$ cat src/rtl/blink_controller_if.sv
// Config handshake bundle for blink_controller: half-period and burst length
// offered with valid, accepted when the sequencer is idle.
interface blink_controller_if #(
  parameter int CNT_W   = 26,
  parameter int BURST_W = 8
);
  logic               cfg_valid;
  logic               cfg_ready;
  logic [CNT_W-1:0]   cfg_half_period;
  logic [BURST_W-1:0] cfg_burst;

  modport master (output cfg_valid, cfg_half_period, cfg_burst, input cfg_ready);
  modport slave  (input cfg_valid, cfg_half_period, cfg_burst, output cfg_ready);
endinterface

$ cat src/rtl/blink_controller.sv
// LED blink sequencer: half-period counter plus toggle flop under config/start/stop.
// Optional BLINK_PAUSE_EN adds a pause input that freezes a running blink.
module blink_controller #(
  parameter int CNT_W        = 26,
  parameter int DEFAULT_HALF = 25000000,
  parameter int BURST_W      = 8
) (
  input  logic              CLOCK_50,
  input  logic              reset,
  blink_controller_if.slave cfg,
  input  logic              start,
  input  logic              stop,
`ifdef BLINK_PAUSE_EN
  input  logic              pause,
`endif
  output logic [1:0]        LED,
  output logic              busy,
  output logic              done
);

  localparam logic [0:0] IDLE = 1'b0;
  localparam logic [0:0] RUN  = 1'b1;

  logic [0:0]         state;
  logic [CNT_W-1:0]   half_reg;
  logic [BURST_W-1:0] burst_reg;
  logic [CNT_W-1:0]   cnt;
  logic [BURST_W-1:0] remaining;
  logic               led_on;

  logic               cfg_fire;
  logic [CNT_W-1:0]   new_half;
  logic [BURST_W-1:0] run_burst;
  logic               at_top;
  logic               hold;

`ifdef BLINK_PAUSE_EN
  assign hold = pause;
`else
  assign hold = 1'b0;
`endif

  assign cfg.cfg_ready = (state == IDLE);
  assign cfg_fire      = cfg.cfg_valid && (state == IDLE);
  // A zero half-period would never match the compare; treat it as one clock.
  assign new_half      = (cfg.cfg_half_period == '0) ? CNT_W'(1) : cfg.cfg_half_period;
  // Config landing on the start edge must govern the run it starts.
  assign run_burst     = cfg_fire ? cfg.cfg_burst : burst_reg;
  assign at_top        = (cnt == half_reg - CNT_W'(1));
  assign LED           = {~led_on, led_on};

  always_ff @(posedge CLOCK_50 or negedge reset) begin
    if (!reset) begin
      state     <= IDLE;
      half_reg  <= CNT_W'(DEFAULT_HALF);
      burst_reg <= '0;
      cnt       <= '0;
      remaining <= '0;
      led_on    <= 1'b0;
      busy      <= 1'b0;
      done      <= 1'b0;
    end else begin
      done <= 1'b0;
      case (state)
        IDLE: begin
          if (cfg_fire) begin
            half_reg  <= new_half;
            burst_reg <= cfg.cfg_burst;
          end
          if (start) begin
            state     <= RUN;
            cnt       <= '0;
            led_on    <= 1'b0;
            remaining <= run_burst;
            busy      <= 1'b1;
          end
        end
        RUN: begin
          if (stop) begin
            state  <= IDLE;
            cnt    <= '0;
            led_on <= 1'b0;
            busy   <= 1'b0;
          end else if (!hold) begin
            if (at_top) begin
              cnt    <= '0;
              led_on <= ~led_on;
              // Falling toggle closes one on/off cycle of a finite burst.
              if (led_on && burst_reg != '0) begin
                remaining <= remaining - BURST_W'(1);
                if (remaining == BURST_W'(1)) begin
                  state <= IDLE;
                  busy  <= 1'b0;
                  done  <= 1'b1;
                end
              end
            end else begin
              cnt <= cnt + CNT_W'(1);
            end
          end
        end
        default: state <= IDLE;
      endcase
    end
  end

endmodule

$ cat src/flat_wrapper.sv
// flat-port wrapper written by rule: the top's interface ports become plain ports
module blink_controller_flat 
#(
  parameter int CNT_W        = 26,
  parameter int DEFAULT_HALF = 25000000,
  parameter int BURST_W      = 8
)
  (CLOCK_50, reset, start, stop, LED, busy, done, cfg_cfg_valid, cfg_cfg_half_period, cfg_cfg_burst, cfg_cfg_ready);
  blink_controller_if #(.CNT_W(CNT_W), .BURST_W(BURST_W)) cfg_i ();
  input  logic CLOCK_50;
  input  logic reset;
  input  logic start;
  input  logic stop;
  output logic [1:0] LED;
  output logic busy;
  output logic done;
  input wire logic [$bits(cfg_i.cfg_valid)-1:0] cfg_cfg_valid;
  input wire logic [$bits(cfg_i.cfg_half_period)-1:0] cfg_cfg_half_period;
  input wire logic [$bits(cfg_i.cfg_burst)-1:0] cfg_cfg_burst;
  output wire logic [$bits(cfg_i.cfg_ready)-1:0] cfg_cfg_ready;
  assign cfg_i.cfg_valid = cfg_cfg_valid;
  assign cfg_i.cfg_half_period = cfg_cfg_half_period;
  assign cfg_i.cfg_burst = cfg_cfg_burst;
  assign cfg_cfg_ready = cfg_i.cfg_ready;
  blink_controller #(.CNT_W(CNT_W), .DEFAULT_HALF(DEFAULT_HALF), .BURST_W(BURST_W)) u_core (.CLOCK_50(CLOCK_50), .reset(reset), .cfg(cfg_i), .start(start), .stop(stop), .LED(LED), .busy(busy), .done(done));
endmodule
$ cat config.mk
export PLATFORM = sky130hd
export DESIGN_NAME = blink_controller_flat
export DESIGN_NICKNAME = d
export VERILOG_FILES = /design/src/rtl/blink_controller_if.sv /design/src/rtl/blink_controller.sv /design/src/flat_wrapper.sv
export SDC_FILE = /design/constraint.sdc
export NUM_CORES = 1
export LEC_CHECK = 0
export BUFFER_PORTS_ARGS = -buffer_cell sky130_fd_sc_hd__clkbuf_2
export CAP_MARGIN = 0
export CORE_MARGIN = 2
export CORE_UTILIZATION = 50
export DETAILED_ROUTE_END_ITERATION = 10
export PLACE_DENSITY = 0.69
export SLEW_MARGIN = 20
export SYNTH_ARGS = -nofsm -noshare
export SYNTH_HDL_FRONTEND = slang
export SYNTH_SLANG_ARGS = --single-unit
$ cat constraint.sdc
create_clock -name CLOCK_50 -period 4.5 [get_ports CLOCK_50]
set_clock_uncertainty 0.2 [all_clocks]
set_input_delay 0.225 -clock CLOCK_50 [delete_from_list [all_inputs] [get_ports CLOCK_50]]
set_output_delay 0.225 -clock CLOCK_50 [all_outputs]
set_load 0.05 [all_outputs]
======== After elaboration in Yosys (flattened, before gate mapping) ========
Cells that the tools add are included.
storage, ports and cells
  logic and storage cells ................. 62
  flip-flop bits (word level) ............. 72
  output and inout bits ................... 5
  input bits .............................. 39
operators by class
  mux-type cells .......................... 32
  equal/unequal tests ..................... 9
  add/subtract/negate cells ............... 3
  reduce and logical (&&, ||, !) cells .... 8
  bitwise logic cells ..................... 2
operators with widths
  operator                 count
  $mux W26                 4
  $pmux W26 S2             1
  $mux W8                  5
  $add A26 B1 Y26 const B  1
  $eq A26 B26 Y1           1
  $logic_not A26 Y1        1
  $sub A26 B1 Y26 const B  1
  $mux W1                  18
  $pmux W8 S2              1
  $ne A3 B3 Y1 const B     3
  $eq A8 B1 Y1 const B     1
  $ne A2 B2 Y1 const B     4
  $reduce_and A4 Y1        2
  $reduce_bool A8 Y1       1
  $sub A8 B1 Y8 const B    1
  $pmux W1 S2              3
  $reduce_and A2 Y1        2
  $logic_and A1 B1 Y1      2
  $not A1 Y1               2

======== Depth between registers and ports, before layout ========
Gate-level depths: netlist of run 1.
  depth after elaboration ................. 6
  mapped depth ............................ 13
  mapped depth without buffers ............ 10

======== Worst setup path before layout of run 1 ========
Ideal clock, no wire load.
  path kind ............................... reg2reg
  start ................................... reg u_core.half_reg[5]
  end ..................................... reg u_core.remaining[0]
  library setup time ...................... 0.123 ns
  cell stages (with the launch flop) ...... 12
  clock period less this slack ............ 4.084 ns
  setup slack ............................. 0.416 ns
  arrival ................................. 3.761 ns
  buffers on the path ..................... 3
  data required time ...................... 4.177 ns
  cell sequence ........................... dfrtp_1 or4_1 buf_2 or4_4 buf_6 or4_1 xnor2_1 or4_4 or3_1 buf_2 or2_4 o221a_1
on the way
  longest elaborated chain between the ends .. 4
RTL lines
  element                             line                    source
  from (decl)                         blink_controller.sv:25  logic [CNT_W-1:0] half_reg;
  from (signal assigned)              blink_controller.sv:55  half_reg <= CNT_W'(DEFAULT_HALF);
  from (signal assigned)              blink_controller.sv:67  half_reg <= new_half;
  $sub A26 B1 Y26                     blink_controller.sv:49  assign at_top = (cnt == half_reg - CNT_W'(1));
  $eq A26 B26 Y1                      blink_controller.sv:49
  $ne A2 B2 Y1 (no source line)       --
  $reduce_and A4 Y1 (no source line)  --
  to (signal assigned)                blink_controller.sv:74  remaining <= run_burst;
  to (signal assigned)                blink_controller.sv:90  remaining <= remaining - BURST_W'(1);
  to (decl)                           blink_controller.sv:28  logic [BURST_W-1:0] remaining;
No other way between the ends.
A chain may end at the register's enable or synchronous reset.

======== Worst setup path in the final report of run 1 ========
  start ................................... reg u_core.half_reg[0]
  end ..................................... reg u_core.remaining[0]
The elaborated chain is that of the path after synthesis.

==> impl_metrics.yaml, run 1 <==
outcome:
  outcome: "complete, no violations"
global_routing:
  grt_pass1_wl_um: 20400
  grt_pass1_vias: 4114
  grt_max_degree: 40
  antenna_found_initial: 0
  grt_use_total_pct: 25.3
  overflow: 0
drt:
  drt_iter0_markers: 289
  wl_per_cell_um: 17.7
  drc: 0
  via_count: 4400
  wl_um: 12600
  viasPerCell: 6.20
  first_pass_iters: 5
  ant_nets: 0
floorplanning:
  core_area_mm2: 0.00920
  io_pins: 44
  num_rows: 35
  initial_utilization_pct: 51.4
  die_w_um: 101
  die_h_um: 101
  dieArea_mm2: 0.0103
power_and_ir_drop:
  vdd_drop_max_mv: 0.163
  power_density_mw_per_mm2: 362
  p_leak_uw: 0.00225
  switching_share_pct: 34.0
  clockPowerShare_pct: 27.7
  seqPwrFrac_pct: 44.5
  cell_internal_pwr_uw: 1350
  p_comb_share_pct: 27.8
  power_switching_uw: 695
worst_setup_path:
  worstPathArrival_ns: 4.20
  worst-r2r-setup-slack_ns: 0.34
  worstReg2RegStart: "u_core.half_reg[0]"
  reg2reg_to: "u_core.remaining[0]"
  crit_required_ns: 4.55
  crit_fanout: 7
  cp-startpoint: "u_core.half_reg[0]"
  crit_path_end: "u_core.remaining[0]"
  endpoint_kind: "flip-flop"
  worst-setup-path-type: "reg2reg"
  worst_setup_path_start_kind: "flip-flop"
  ff2ff_path_depth: 10
placed_design:
  post-place-ws_ns: 0.431
  io_buffers: 43
  dp_hpwl_um: 9090
  gp_congestion: 0.959
timing:
  setup_ws_ns: 0.344
  rsz0062_at_grt: "no"
  final.min_clock_period_ns: 4.16
  fmax_ghz: 0.241
  drv_slew: 0
  fin_tns_setup_ns: 0
  tightest_slew_ns: 0.814
  setup_viol: 0
  finalCritPeriodShare_pct: 92.4
  final_hold_viol_count: 0
  relSlewSlack_pct: 45.2
synthesis:
  synthTopCellsByArea: "dfrtp_1 (32%), mux2_2 (8.3%), dfstp_2 (6.7%)"
  synth_area_leader_cell: "dfrtp_1"
  ys.flop_type: "dfrtp_1"
  synth-seq-cells: 72
  syn_inst: 518
  ys_warn_count: 0
  synth-async-reset-ratio_pct: 100
  ys_types: 66
  synth_top_area_share_pct: 31.8
  synth_edf_count: 0
  ys_seq_area_share_pct: 38.4
  avgSynthCellArea_um2: 9.13
  synthesis.nets: 561
  syn-cell-area_mm2: 0.00473
clock_network:
  cts_buffer_depth: 2
  root_buffer: "clkbuf_8"
  cts_sinks: 72
  insertion_delay_ns: 0.35
  cts_buffers: 9
  post_cts_resized: 0
  path_clk_slew_ns: 0.09
  htree_levels: 3
  cts_tree: "yes"
job:
  drv_cap: 0
finish:
  nets: 637
  fillCellCount: 794
  area.growth.synth_to_final_pct: 19.2
  drive_gt1_share_pct: 21.2
  antenna_cells: 0
worst_hold_path:
  min_path_type: "in2reg"
## metrics by stage
stage	instances	cell area, um^2	hold slack (ns)	utilization [%]	total power [uW]
floorplan	518	4730	-0.271	-	1280
CTS	710	5630	0.0621	61.3	2040
global placement	658	5060	0.147	55.0	1440
finish	710	5630	0.0741	61.3	2040
global route	710	5630	0.0746	61.3	2150
detailed placement	658	5060	0.148	55.0	1450
## worst min path at each step
stage / depth (start not counted) / from / slack (ns) / to
final: 2 / start / 0.07 / u_core.remaining[7]
after global routing: 2 / start / 0.07 / u_core.remaining[7]
after CTS: 2 / start / 0.06 / u_core.remaining[7]
after detailed placement: 1 / reset / 0.15 / u_core.cnt[4]
after global placement: 1 / reset / 0.15 / u_core.cnt[5]
after floorplan: 0 / reset / -0.27 / u_core.burst_reg[0]
## power groups by stage
stage / combinational, uW / sequential (uW) / clock (uW)
2_1_floorplan: 416 / 864 / 0
3_3_place_gp: 526 / 911 / 0
3_5_place_dp: 535 / 917 / 0
4_1_cts: 563 / 905 / 575
5_1_grt: 622 / 928 / 601
6_report: 569 / 908 / 565
## final cells by class
class	count	area [um^2]	share of cell area [%]
inverters	29	109	1.93
well taps	111	139	2.47
clock inverters	6	83.8	1.49
multi-input cells	393	2710	48.1
repair buffers	89	651	11.5
flip-flops and latches	72	1820	32.2
clock buffers	10	128	2.27
## routing by layer
layer  share of wire [%]  global-route usage, %  vias to the layer above  routed length (um)
met3                 6.9                   3.24                       42                 868
met2                  45                   40.3                      189                5720
met1                  45                   35.5                     2099                5620
met5                   0                      0                        -                   0
li1                    -                      -                     2070                   -
met4                 3.0                   9.36                        0                 375
## layout by cell type, fill, tap and decap left out, types with 5 or more instances in the layout
master         count
or4_1              9
xor2_1            19
nand3_1           33
nand2_1           30
o21ai_0           25
nor3_1            14
dfstp_2           12
o211ai_1           5
a21oi_1           21
xnor2_1           21
mux2_2            35
nand3b_1           8
inv_1             28
clkbuf_2          42
dlygate4sd3_1     36
o22ai_1            6
o21a_1             5
dfrtp_1           60
buf_4             10
nor4b_1            7
clkbuf_8           9
nor4_1            22
nand4_1           10
o31ai_1            5
and3_1             7
nor2_1            41
## critical path, stage by stage, from the launching register on
cell	delay [ns]
dfrtp_1	0.44
inv_1	0.10
ha_1	0.28
or4b_1	0.49
or4_1	0.59
o41ai_1	0.53
and2_1	0.20
nand4_1	0.19
or3_1	0.50
or2_4	0.30
o221a_1	0.24
## repair_timing
item                                   CTS  global route
hold buffers                            36             0
endpoints found under the hold margin   63             0
setup buffers                            0             0
## synth_stat cells (3+ instances only)
cell and instances:
buf_2 7, a22o_1 4, o21a_1 5, nor2_1 41, mux2i_1 4, inv_1 28
o211ai_1 5, dfstp_2 12, and4_1 3, clkbuf_1 13, nand2_1 30, a211oi_1 3
o31ai_1 5, o22ai_1 6, and3_1 7, nor3_1 14, ha_1 4, a22oi_1 3
nand3b_1 8, mux2_2 35, or3_1 4, nand3_1 33, nor4b_1 7, o21ai_0 25
nand2b_1 3, or4_1 9, dfrtp_1 60, nand4_1 10, xnor2_1 21, a21oi_1 21
nor4_1 22, xor2_1 19, a31oi_1 5
## cells by family after synthesis
family	synth area share, %
multiplexers	9.18
flip-flops	38.4
XOR/XNOR	7.89
AO/OA/AOI/OAI	14.6
buffers and inverters	4.63
adder cells (fa/ha/maj)	1.06
AND/OR/NAND/NOR	24.2
No activity file was read; power rests on OpenSTA's default activity.
==> run 2, diff against run 1 <==
--- a/config.mk
+++ b/config.mk
@@ -10,6 +10,7 @@
 export CORE_MARGIN = 2
 export CORE_UTILIZATION = 50
 export DETAILED_ROUTE_END_ITERATION = 10
+export MAX_ROUTING_LAYER = met4
 export PLACE_DENSITY = 0.69
 export SLEW_MARGIN = 20
 export SYNTH_ARGS = -nofsm -noshare
==> impl_metrics.yaml, run 2 (synthesized netlist as in run 1, its figures left out) <==
timing:
  tightest_slew_ns: 0.810
  final_hold_viol_count: 0
  relSlewSlack_pct: 45.6
  finalCritPeriodShare_pct: 93.0
  fmax_ghz: 0.239
  rsz0062_at_grt: "no"
  final.min_clock_period_ns: 4.18
  setup_viol: 0
  fin_tns_setup_ns: 0
  drv_slew: 0
  holdWs_ns: 0.0517
worst_setup_path:
  worst-setup-path-type: "reg2reg"
  reg2reg_to: "u_core.remaining[0]"
  endpoint_kind: "flip-flop"
  worst-r2r-setup-slack_ns: 0.32
  crit_required_ns: 4.56
  crit_fanout: 7
  worstPathArrival_ns: 4.24
  worstReg2RegStart: "u_core.half_reg[0]"
  worst_setup_path_start_kind: "flip-flop"
  ff2ff_path_depth: 10
outcome:
  outcome: "complete, no violations"
clock_network:
  root_buffer: "clkbuf_8"
  cts_sinks: 72
  post_cts_resized: 0
  cts_buffers: 9
  cts_tree: "yes"
  path_clk_slew_ns: 0.08
  htree_levels: 3
  insertion_delay_ns: 0.37
  cts_buffer_depth: 2
floorplanning:
  num_rows: 35
  die_h_um: 101
  io_pins: 44
  die_w_um: 101
  dieArea_mm2: 0.0103
  initial_utilization_pct: 51.4
  core_area_mm2: 0.00920
finish:
  final_cell_mix: "dfrtp_1 (60), clkbuf_2 (42), nor2_1 (41)"
  area.growth.synth_to_final_pct: 19.4
  nets: 637
  antenna_cells: 0
  drive_gt1_share_pct: 21.2
  final_common_cell: "dfrtp_1"
drt:
  wl_per_cell_um: 17.9
  wl_um: 12700
  drc: 0
  viasPerCell: 6.11
  via_count: 4336
  drt_iter0_markers: 432
  ant_nets: 0
  first_pass_iters: 5
power_and_ir_drop:
  vdd_drop_max_mv: 0.257
  power_density_mw_per_mm2: 363
  p_leak_uw: 0.00225
global_routing:
  grt_use_total_pct: 26.9
  grt_pass1_vias: 4159
  antenna_found_initial: 1
  overflow: 0
  grt_max_degree: 42
  grt_pass1_wl_um: 20800
placed_design:
  gp_congestion: 0.989
  dp_hpwl_um: 9180
  io_buffers: 43
worst_hold_path:
  min_path_type: "in2reg"
  hold_end: "u_core.remaining[7]"
  hold_depth: 2
  min_from: "start"
job:
  drv_cap: 0
run 2: what timing repair did:
action,in CTS,in global routing
endpoints found under the hold margin,73,0
hold buffers,36,0
setup buffers,0,0
run 2: power by group:
group	switching, uW	internal [uW]	leakage, uW
Sequential	141	768	0.000889
Clock	266	307	0.000106
Combinational	299	268	0.00126
run 2: metal layers:
layer	up-vias	wire length [um]	global-route usage, %
met3	22	818	5.31
li1	2075	-	-
met1	2084	5690	35.8
met5	-	0	-
met4	0	229	6.86
met2	155	5950	42.4
run 2: worst max-delay path by stage:
stage,from,endpoint,slack (ns),depth (start not counted)
6_report,u_core.half_reg[0],u_core.remaining[0],0.32,10
5_1_grt,u_core.half_reg[0],u_core.remaining[0],0.11,10
4_1_cts,u_core.half_reg[0],u_core.remaining[0],0.36,10
3_5_place_dp,u_core.half_reg[0],u_core.remaining[0],0.39,10
3_3_place_gp,u_core.half_reg[5],u_core.remaining[0],0.50,8
2_1_floorplan,u_core.half_reg[5],u_core.remaining[0],0.42,11
run 2: layout make-up:
class,instances,area (um^2)
Sequential cell,72,1820
Tap cell,111,139
Fill cell,784,3550
Inverter,29,109
Clock inverter,7,86.3
Multi-Input combinational cell,393,2710
Timing Repair Buffer,89,663
Clock buffer,9,124
run 2: worst max-delay path, stage by stage (launching register included):
cell,delay [ns]
dfrtp_1,0.45
inv_1,0.11
ha_1,0.30
or4b_1,0.50
or4_1,0.59
o41ai_1,0.49
and2_1,0.19
nand4_1,0.18
or3_1,0.50
or2_4,0.31
o221a_1,0.24
run 2: metrics by stage:
| step | util (%) | power (uW) | area [um^2] | std cells | setup WS (ns) |
|---|---|---|---|---|---|
| after floorplan | - | 1280 | 4730 | 518 | 0.416 |
| after global placement | 55.0 | 1440 | 5050 | 657 | 0.498 |
| after detailed placement | 55.0 | 1450 | 5050 | 657 | 0.389 |
| after CTS | 61.2 | 2050 | 5630 | 709 | 0.364 |
| after global routing | 61.4 | 2160 | 5650 | 710 | 0.108 |
| final | 61.4 | 2050 | 5650 | 710 | 0.316 |
==> run 3, diff against run 2 <==
--- a/config.mk
+++ b/config.mk
@@ -12,6 +12,7 @@
 export DETAILED_ROUTE_END_ITERATION = 10
 export MAX_ROUTING_LAYER = met4
 export PLACE_DENSITY = 0.69
+export RECOVER_POWER = 25
 export SLEW_MARGIN = 20
 export SYNTH_ARGS = -nofsm -noshare
 export SYNTH_HDL_FRONTEND = slang
==> impl_metrics.yaml, run 3 (synthesized netlist as in run 1, its figures left out) <==
placed_design:
  gp_congestion: 0.989
  dpl-instance-area_mm2: 0.00505
  dp_hpwl_um: 9180
  post-place-cells: 657
  post-place-ws_ns: 0.389
  io_buffers: 43
global_routing:
  grt_use_total_pct: 26.9
  grt_pass1_wl_um: 20800
  grt_max_degree: 42
  overflow: 0
  antenna_found_initial: 1
  grt_pass1_vias: 4159
worst_setup_path:
  crit_buf_inv: 1
  reg2reg_to: "u_core.remaining[0]"
  worstReg2RegStart: "u_core.half_reg[0]"
  cp_top_family: "simple AND/OR/NAND/NOR gates"
  crit_required_ns: 4.56
  worst-setup-path-type: "reg2reg"
  worst-r2r-setup-slack_ns: 0.33
  worstPathArrival_ns: 4.24
  crit_path_cell_trace: "inv_1 -> ha_1 -> or4b_1 -> or4_1 -> o41ai_1 -> and2_1 -> nand4_1 -> or3_1 -> or2_4 -> o221a_1"
  worst_setup_path_start_kind: "flip-flop"
  ff2ff_path_depth: 10
  endpoint_kind: "flip-flop"
  crit_fanout: 7
  max_stage_delay_ns: 0.59
  slowest_stage: "or4_1"
  cp-startpoint: "u_core.half_reg[0]"
timing:
  setup_ws_ns: 0.327
  rsz0062_at_grt: "no"
  drv_slew: 31
  final.min_clock_period_ns: 4.17
  final_hold_viol_count: 0
  setup_viol: 0
  fin_tns_setup_ns: 0
  finalCritPeriodShare_pct: 92.7
  fmax_ghz: 0.240
  tightest_slew_ns: 1.72
  relSlewSlack_pct: -14.7
drt:
  drt_iter0_markers: 463
  wl_per_cell_um: 18.0
  ant_nets: 0
  via_count: 4356
  first_pass_iters: 6
  wl_um: 12800
  viasPerCell: 6.14
  drc: 0
clock_network:
  cts_buffers: 9
  htree_levels: 3
  cts_buffer_depth: 2
  post-cts-setup-buffer-count: 0
  insertion_delay_ns: 0.37
  path_clk_slew_ns: 0.08
  root_buffer: "clkbuf_8"
  cts_tree: "yes"
  cts_sinks: 72
power_and_ir_drop:
  seqPwrFrac_pct: 44.4
  vdd_drop_max_mv: 0.258
  p_leak_uw: 0.00224
  switching_share_pct: 34.5
  power_density_mw_per_mm2: 364
  p_comb_share_pct: 27.6
  power_switching_uw: 708
  clockPowerShare_pct: 28.0
  cell_internal_pwr_uw: 1340
worst_hold_path:
  hold_depth: 2
  min_path_type: "in2reg"
  min_from: "start"
  hold_end: "u_core.remaining[7]"
floorplanning:
  initial_utilization_pct: 51.4
  io_pins: 44
  die_w_um: 101
  core_area_mm2: 0.00920
  dieArea_mm2: 0.0103
  die_h_um: 101
  num_rows: 35
finish:
  fin_area_mm2: 0.00563
  fin_util_pct: 61.2
  nets: 637
  final_cell_mix: "dfrtp_1 (60), clkbuf_2 (42), nor2_1 (41)"
  drive_gt1_share_pct: 20.9
  antenna_cells: 0
  final_common_cell: "dfrtp_1"
  area.growth.synth_to_final_pct: 19.0
  fin_cells: 710
  fillCellCount: 788
job:
  drv_cap: 1
outcome:
  failed_checks: "capacitance limit, slew limit"
  outcome: "complete, but fails checks"
run 3: cell count changes in the layout (fill, tap and decap cells not counted):
cell,delta
clkbuf_1,+2
buf_12,-1
buf_2,-1
run 3: metrics by stage:
| step | total power (uW) | hold slack [ns] |
|---|---|---|
| after global placement | 1440 | 0.219 |
| after floorplan | 1280 | -0.271 |
| final | 2050 | 0.0517 |
| after CTS | 2050 | 0.0406 |
| after detailed placement | 1450 | 0.227 |
| after global routing | 2160 | 0.0680 |
run 3: area by class of cell:
class	instances	area (um^2)	area share, %
Clock inverter	7	86.3	1.53
Inverter	29	109	1.93
Clock buffer	9	124	2.20
Tap cell	111	139	2.47
Multi-Input combinational cell	393	2710	48.1
Timing Repair Buffer	89	646	11.5
Sequential cell	72	1820	32.3
run 3: power groups by stage:
| stage | Combinational [uW] | Clock (uW) | Sequential (uW) |
|---|---|---|---|
| after floorplan | 416 | 0 | 864 |
| after global placement | 523 | 0 | 912 |
| after detailed placement | 534 | 0 | 918 |
| after CTS | 562 | 579 | 906 |
| after global routing | 621 | 610 | 927 |
| final | 566 | 574 | 910 |
run 3: worst max path at each step:
stage,cells past startpoint,endpoint
3_3_place_gp,8,u_core.remaining[0]
3_5_place_dp,10,u_core.remaining[0]
2_1_floorplan,11,u_core.remaining[0]
4_1_cts,10,u_core.remaining[0]
5_1_grt,10,u_core.remaining[0]
6_report,10,u_core.remaining[0]
run 3: metal layers:
layer / global-route usage (%) / up-vias / wire, um
li1: - / 2075 / -
met1: 35.8 / 2095 / 5720
met2: 42.4 / 160 / 6030
met3: 5.31 / 26 / 770
met4: 6.86 / 0 / 240
met5: - / - / 0
run 3: repair_timing:
action,CTS,global route
resized for setup,0,0
endpoints found under the hold margin,73,0
setup endpoints to repair,0,0
hold buffers,36,0
run 3: worst reg2reg max path: stages, from the launching register on:
cell     delay (ns)
dfrtp_1        0.45
inv_1          0.11
ha_1           0.30
or4b_1         0.50
or4_1          0.59
o41ai_1        0.49
and2_1         0.19
nand4_1        0.19
or3_1          0.51
or2_4          0.31
o221a_1        0.24
